===== config.mk =====
export PLATFORM = sky130hd
export DESIGN_NAME = spi_reg_slave
export DESIGN_NICKNAME = d
export VERILOG_FILES = /design/src/rtl/spi_reg_slave.sv
export SDC_FILE = /design/constraint.sdc
export NUM_CORES = 1
export LEC_CHECK = 0
export CAP_MARGIN = 10
export CORE_MARGIN = 2
export CORE_UTILIZATION = 56
export DETAILED_ROUTE_END_ITERATION = 12
export PLACE_DENSITY_LB_ADDON = 0.05
export SETUP_SLACK_MARGIN = 0.15
export SYNTH_ARGS = -nofsm -noshare
export SYNTH_HDL_FRONTEND = slang
export SYNTH_SLANG_ARGS = --single-unit

===== constraint.sdc =====
create_clock -name clk -period 2.4 [get_ports clk]
set_input_delay 0.72 -clock clk [delete_from_list [all_inputs] [get_ports clk]]
set_output_delay 0.72 -clock clk [all_outputs]
set_load 0.01 [all_outputs]

===== src/rtl/spi_reg_slave.sv =====
// SPI target for 41-bit bridge frames: oversamples the SPI pins,
// turns each frame into a single register-bus write or read.
//
// Ports:
//   clk, rst_n         system clock, async active-low reset
//   spi_clk            SPI clock from master (idle low)
//   spi_cs_n           chip select, active low
//   spi_mosi           serial data in, MSB first, sampled on SCLK fall
//   spi_miso           serial read data, updated on SCLK rise
//   reg_addr           register address
//   reg_wdata          register write data
//   reg_wr_en          one-cycle write strobe
//   reg_rd_en          one-cycle read strobe
//   reg_rdata          read data, valid 1 clk after reg_rd_en
//   frame_err          one-cycle pulse on aborted / foreign frame
module spi_reg_slave #(
  parameter logic SLAVE_ID = 1'b0
) (
  input  logic        clk,
  input  logic        rst_n,
  input  logic        spi_clk,
  input  logic        spi_cs_n,
  input  logic        spi_mosi,
  output logic        spi_miso,
  output logic [6:0]  reg_addr,
  output logic [31:0] reg_wdata,
  output logic        reg_wr_en,
  output logic        reg_rd_en,
  input  logic [31:0] reg_rdata,
  output logic        frame_err
);

  typedef enum logic [1:0] {
    S_IDLE,
    S_HEADER,
    S_DATA,
    S_IGNORE
  } state_t;

  state_t      r_state;
  logic [1:0]  r_sclk_s;
  logic [1:0]  r_mosi_s;
  logic [1:0]  r_cs_s;
  logic        r_sclk_d;
  logic [1:0]  r_flush;
  logic        r_armed;
  logic        r_is_wr;
  logic        r_cap;
  logic [5:0]  r_cnt;
  logic [37:0] r_shift;
  logic [31:0] r_tx;

  logic w_rise;
  logic w_fall;
  logic w_mosi;
  logic w_cs_n;
  logic w_last;
  logic w_tx_win;

  assign w_rise = r_sclk_s[1] & ~r_sclk_d;
  assign w_fall = ~r_sclk_s[1] & r_sclk_d;
  assign w_mosi = r_mosi_s[1];
  assign w_cs_n = r_cs_s[1];
  assign w_last = w_fall && (r_cnt == 6'd40);
  assign w_tx_win = (r_cnt >= 6'd9) && (r_cnt <= 6'd40);

  // Pin synchronizers. r_flush marks when the cs_n pipeline
  // holds a real pin value rather than its reset value.
  always_ff @(posedge clk or negedge rst_n) begin
    if (!rst_n) begin
      r_sclk_s <= 2'b00;
      r_mosi_s <= 2'b00;
      r_cs_s   <= 2'b11;
      r_sclk_d <= 1'b0;
      r_flush  <= 2'b00;
    end else begin
      r_sclk_s <= {r_sclk_s[0], spi_clk};
      r_mosi_s <= {r_mosi_s[0], spi_mosi};
      r_cs_s   <= {r_cs_s[0], spi_cs_n};
      r_sclk_d <= r_sclk_s[1];
      r_flush  <= {r_flush[0], 1'b1};
    end
  end

  always_ff @(posedge clk or negedge rst_n) begin
    if (!rst_n) begin
      r_state   <= S_IDLE;
      r_armed   <= 1'b0;
      r_is_wr   <= 1'b0;
      r_cap     <= 1'b0;
      r_cnt     <= 6'd0;
      r_shift   <= '0;
      r_tx      <= '0;
      spi_miso  <= 1'b0;
      reg_addr  <= '0;
      reg_wdata <= '0;
      reg_wr_en <= 1'b0;
      reg_rd_en <= 1'b0;
      frame_err <= 1'b0;
    end else begin
      reg_wr_en <= 1'b0;
      reg_rd_en <= 1'b0;
      frame_err <= 1'b0;
      // Register file answers one clk after the read strobe.
      r_cap <= reg_rd_en;
      if (r_cap) r_tx <= reg_rdata;
      // A frame may start only after cs_n was truly seen high.
      if (r_flush[1] && w_cs_n) r_armed <= 1'b1;

      unique case (r_state)
        S_IDLE: begin
          spi_miso <= 1'b0;
          r_cnt    <= 6'd0;
          if (r_armed && !w_cs_n) begin
            r_state <= S_HEADER;
            r_armed <= 1'b0;
            r_shift <= '0;
            r_tx    <= '0;
          end
        end

        S_HEADER: begin
          if (w_cs_n) begin
            frame_err <= 1'b1;
            spi_miso  <= 1'b0;
            r_state   <= S_IDLE;
          end else if (w_fall) begin
            r_shift <= {r_shift[36:0], w_mosi};
            r_cnt   <= r_cnt + 6'd1;
            if (r_cnt == 6'd8) begin
              // r_shift[7] = wr_rd, r_shift[6] = chip_sel
              if (r_shift[6] != SLAVE_ID) begin
                frame_err <= 1'b1;
                r_state   <= S_IGNORE;
              end else begin
                r_is_wr <= r_shift[7];
                if (!r_shift[7]) begin
                  reg_addr  <= {r_shift[5:0], w_mosi};
                  reg_rd_en <= 1'b1;
                end
                r_state <= S_DATA;
              end
            end
          end
        end

        S_DATA: begin
          // Final sample beats a simultaneous cs_n release.
          if (w_last) begin
            r_cnt    <= r_cnt + 6'd1;
            spi_miso <= 1'b0;
            if (r_is_wr) begin
              reg_addr  <= r_shift[37:31];
              reg_wdata <= {r_shift[30:0], w_mosi};
              reg_wr_en <= 1'b1;
            end
            r_state <= S_IDLE;
          end else if (w_cs_n) begin
            frame_err <= 1'b1;
            spi_miso  <= 1'b0;
            r_state   <= S_IDLE;
          end else if (w_fall) begin
            r_shift <= {r_shift[36:0], w_mosi};
            r_cnt   <= r_cnt + 6'd1;
          end else if (w_rise && !r_is_wr && w_tx_win) begin
            spi_miso <= r_tx[31];
            r_tx     <= {r_tx[30:0], 1'b0};
          end
        end

        S_IGNORE: begin
          spi_miso <= 1'b0;
          if (w_cs_n) r_state <= S_IDLE;
        end

        default: r_state <= S_IDLE;
      endcase
    end
  end

endmodule


---- After elaboration in Yosys (flattened, before gate mapping) ----
Index checks and enable logic that the tools add are counted.
W data, S select, Z words.
storage, ports and cells
  bits in registers ....................... 133
  output and inout port bits .............. 43
  word-level logic and storage cells ...... 121
operators by class
  add/subtract/negate cells ............... 1
  magnitude comparators ................... 2
  eq/ne operators ......................... 19
  muxes and demuxes ....................... 57
  bitwise gates (word level) .............. 6
  reductions and logical operators ........ 18
operators by type and width
  operator               count
  $mux W32               6
  $mux W38               4
  $pmux W38 S3           1
  $pmux W32 S2           1
  $mux W7                7
  $mux W1                24
  $ne A2 B2 Y1 const B   10
  $mux W6                3
  $pmux W6 S3            1
  $pmux W7 S2            1
  $mux W2                6
  $reduce_and A3 Y1      4
  $ne A4 B4 Y1 const B   2
  $pmux W2 S4            1
  $reduce_and A8 Y1      1
  $add A6 B1 Y6 const B  1
  $eq A6 B4 Y1 const B   1
  $eq A6 B6 Y1 const B   1
  $ge A6 B4 Y1 const B   1
  $le A6 B6 Y1 const B   1
  $logic_and A1 B1 Y1    6
  $ne A3 B3 Y1 const B   2
  $reduce_and A5 Y1      1
  $eq A2 B2 Y1 const B   2
  10 further kinds       15

---- Depth between registers and ports, before layout ----
  word-level depth ........................ 9
  depth in mapped cells ................... 9
  gate-level depth less buffers ........... 6

---- Least setup slack after synthesis ----
Ideal clock, no wire load.
  path kind ............................... reg-to-reg
  from .................................... register r_state[0]
  to ...................................... register reg_wdata[0]
  arrival ................................. 1.799 ns
  data required time ...................... 2.275 ns
  slack ................................... 0.476 ns
  stages on the path, launching flop included .. 9
  path buffers ............................ 2
  clock period less this slack ............ 1.924 ns
  cell sequence ........................... dfrtp_1 > inv_1 > ha_1 > buf_2 > inv_2 > nor3_1 > nand2_1 > buf_2 > mux2_2
on the way
  longest elaborated chain between the ends .. 2
RTL lines
  element                             RTL line  RTL
  start, declared                     40        state_t r_state;
  start signal, assigned              87        r_state <= S_IDLE;
  start signal, assigned              115       r_state <= S_HEADER;
  start signal, assigned              126       r_state <= S_IDLE;
  $eq A2 B2 Y1                        110       unique case (r_state)
  $reduce_and A3 Y1 (no source line)  -
  end signal, assigned                154       reg_wdata <= {r_shift[30:0], w_mosi};
  end, declared                       26        output logic [31:0] reg_wdata,
Every way passes these cells.
A chain may end at the register's enable or synchronous reset.

---- Final worst setup path ----
  from .................................... register r_cnt[5]
  to ...................................... register r_tx[23]
on the way
  longest elaborated chain between the ends .. 8
  elaborated cells on any way between the ends .. 11
  classes of those cells .................. order compare: 2; eq/ne: 1; mux: 5; reduce/logical: 3
RTL lines
  element                                       RTL line  RTL
  start, declared                               49        logic [5:0] r_cnt;
  start signal, assigned                        129       r_cnt <= r_cnt + 6'd1;
  start signal, assigned                        150       r_cnt <= r_cnt + 6'd1;
  start signal, assigned                        164       r_cnt <= r_cnt + 6'd1;
  $ge A6 B4 Y1 or $le A6 B6 Y1 (tied branches)  65        assign w_tx_win = (r_cnt >= 6'd9) && (r_cnt <= 6'd40);
  $logic_and A1 B1 Y1                           65
  $logic_and A1 B1 Y1                           165       end else if (w_rise && !r_is_wr && w_tx_win) begin
  $mux W32                                      165
  $mux W32                                      162       end else if (w_fall) begin
  $mux W32                                      158       end else if (w_cs_n) begin
  $mux W32 *                                    149       if (w_last) begin
  $pmux W32 S2 *                                110
  end signal, assigned                          106       if (r_cap) r_tx <= reg_rdata;
  end signal, assigned                          167       r_tx <= {r_tx[30:0], 1'b0};
  end, declared                                 51        logic [31:0] r_tx;
Mark *: on every way between the ends. The rest lies on a longest branch, timed or not.

==> reports/metrics.cfg <==
[route]
firstDrtPassIters=6
drtIter0Drc=300
wirelength_um=15000
ant_nets=0
num_vias=5102
drt-wirelength-per-cell_um=17.2
drc=0
via_per_inst=5.84

[sta]
rsz0062_at_grt=false
period_share_pct=88.2
setup_ws_ns=0.284
setup_viol=0
tns_ns=0
slew_violations=0
hold_viol_final=0
relSlewSlack_pct=63.9
finClkSkew_ns=0.00692
worst_slew_pin_slew_ns=0.542
max_freq_mhz=472
min_period_ns=2.12

[critical_path]
r2r-start=r_cnt[5]
rrSetupSlack_ns=0.28
cp.required_ns=2.73
reg2reg_depth=5
path_max_fanout=14
r2r-end=r_tx[23]
worstSetupEndpointType=register
crit_slowest_cell=dfrtp_1
slowest_delay_ns=0.56
worstSetupStartpointType=register
critPathTopFamily=simple AND/OR/NAND/NOR gates
arrival_ns=2.45
crit_buf_inv=1
path_cells=nor2_1, and3_1, buf_4, or4_1, o211ai_1
crit_type=reg -> reg

[global_route]
antenna_found_initial=0
grt_pass1_wl_um=25000
grt_overflow=0
grt_pass1_vias=5081
grt_use_total_pct=24.6
grt_max_degree=77

[power_and_ir_drop]
p_leak_nw=3.61
p_total_mw=6.42
pwr-share-comb_pct=19.2
vdd_drop_max_uv=535
switching_share_pct=27.9
powerDensity_nw_per_um2=773
switching_power_mw=1.79
p_int_mw=4.63
seqPwrFrac_pct=37.7
power_frac_clock_pct=43.1

[synthesis]
yosys_warnings=0
synth_cell_types=49
synth_area_sq_um=6700
synthArstFlopShare_pct=100
syn_area_per_cell_sq_um=10.3
ys_ff_latch=133
synth_edf_count=0
synth_flop_cell=dfrtp_1
seq_area_frac_synth_pct=49.7
synth_fp_nets=695
synthCells=650

[finish]
antenna_cells=0
fillCellCount=879
area_growth_pct=24.0
final_cell_mix=dfrtp_1, nand2_1, clkdlybuf4s50_1
final_common_cell=dfrtp_1
final_layout_size_suffix_gt1_share_pct=17.4
nNetsFinal=763

[clock_tree]
numCtsBuffers=17
clkSlewWorstSetupHoldPaths_ns=0.06
insertion_delay_ns=0.42
cts_buffer_depth=2
cts_hold_buf=0
cts-root-buf=clkbuf_16
tritoncts=built
cts_sinks=133
htree_levels=4

[min_path]
worstHoldPathType=in -> async

[outcome]
status=finished, final reports clean

[die]
num_rows=39
dieArea_sq_um=12900
core_sq_um=11600
chipWidth_um=113
pin_count=80
start_util_pct=57.9
fp.dieH_um=113

[job]
maxCapViolCount=0

[place]
portBuffers=79
pre_cts_slack_ns=0.307
dp_hpwl_um=9430
place.gp.congestion=0.892

## cell type report
type                    count  area, sq um  area share, %
clock buffers              18          429           5.17
well taps                 143          179           2.15
clock inverters            14          200           2.41
flip-flops and latches    133         3330           40.1
inverters                  48          180           2.17
multi-input cells         420         3000           36.2
repair buffers             98          985           11.9
## cell usage after synthesis, types with 3 or more instances
cell      count  area share (%)
dfrtp_1     131              49
nand2_1     114             6.4
mux2_2       65              11
inv_1        47             2.6
mux2i_1      41             6.1
clkbuf_1     37             2.1
o211ai_1     34             3.8
nand2b_1     33             3.1
or4_1        31             3.5
o21ai_0      14             1.0
nor2_1       13            0.73
a21oi_1       8            0.60
ha_1          8             1.5
buf_2         7            0.52
mux2_1        7             1.2
nor3_1        6            0.45
nand4_1       5            0.47
nor2b_1       4            0.37
buf_6         3            0.50
o22ai_1       3            0.28
or3_1         3            0.28
## flip-flops by register name, summed over array words and instances, names as in the netlist, 2 cells and up
name       flops
r_flush        2
r_sclk_s       2
r_state        2
reg_wdata     32
r_tx          32
r_shift       38
r_cnt          6
r_mosi_s       2
reg_addr       7
r_cs_s         2
## worst max-delay path by stage
stage | start | end | cells after the start
floorplan | r_state[0] | reg_wdata[0] | 8
global route | r_cnt[5] | r_tx[17] | 5
detailed placement | r_cnt[0] | reg_addr[4] | 6
finish | r_cnt[5] | r_tx[23] | 5
CTS | r_state[0] | reg_wdata[5] | 7
global placement | r_cnt[0] | reg_addr[0] | 6
## power by group through the flow
stage | combinational [mW] | sequential, mW | clock, mW
global route | 1.33 | 2.44 | 2.88
global placement | 1.21 | 2.45 | 0
detailed placement | 1.23 | 2.46 | 0
finish | 1.23 | 2.42 | 2.77
CTS | 1.24 | 2.42 | 2.79
floorplan | 0.821 | 2.45 | 0
## timing repair
action / in CTS / in global routing
gates resized for setup: 0 / 1
buffers inserted: 0 / 0
setup endpoints to repair: 0 / 32
endpoints found under the hold margin: 0 / 0
## routing by layer
metal  track usage (%)  wire, um  vias to the layer above  part of all wire, %
li1                  -         -                     2371                    -
met4              9.02       246                        0                  1.6
met5                 0         0                        -                    0
met1              32.7      6500                     2563                   43
met2              40.0      7470                      145                   50
met3              5.53       791                       23                  5.3
## metrics by stage
step	instance area, sq um	hold WS [ns]	std cells	util [%]
2_1_floorplan	6700	0.331	650	-
3_3_place_gp	7670	0.332	842	66.3
3_5_place_dp	7670	0.340	842	66.3
4_1_cts	8300	0.219	874	71.8
5_1_grt	8310	0.230	874	71.8
6_report	8310	0.211	874	71.8
## logic make-up (layout without fill, tap and decap cells)
group / count (synthesis) / after routing / share of synthesized area (%)
AND/OR/NAND/NOR: 222 / 222 / 16.7
AO/OA/AOI/OAI: 76 / 76 / 7.88
flip-flops: 133 / 133 / 49.7
multiplexers: 113 / 113 / 18.2
adder cells (fa/ha/maj): 8 / 8 / 1.49
buffers and inverters: 97 / 178 / 5.90
other: 1 / 1 / 0.0560
Note: power is estimated with default switching activity, not from simulation.
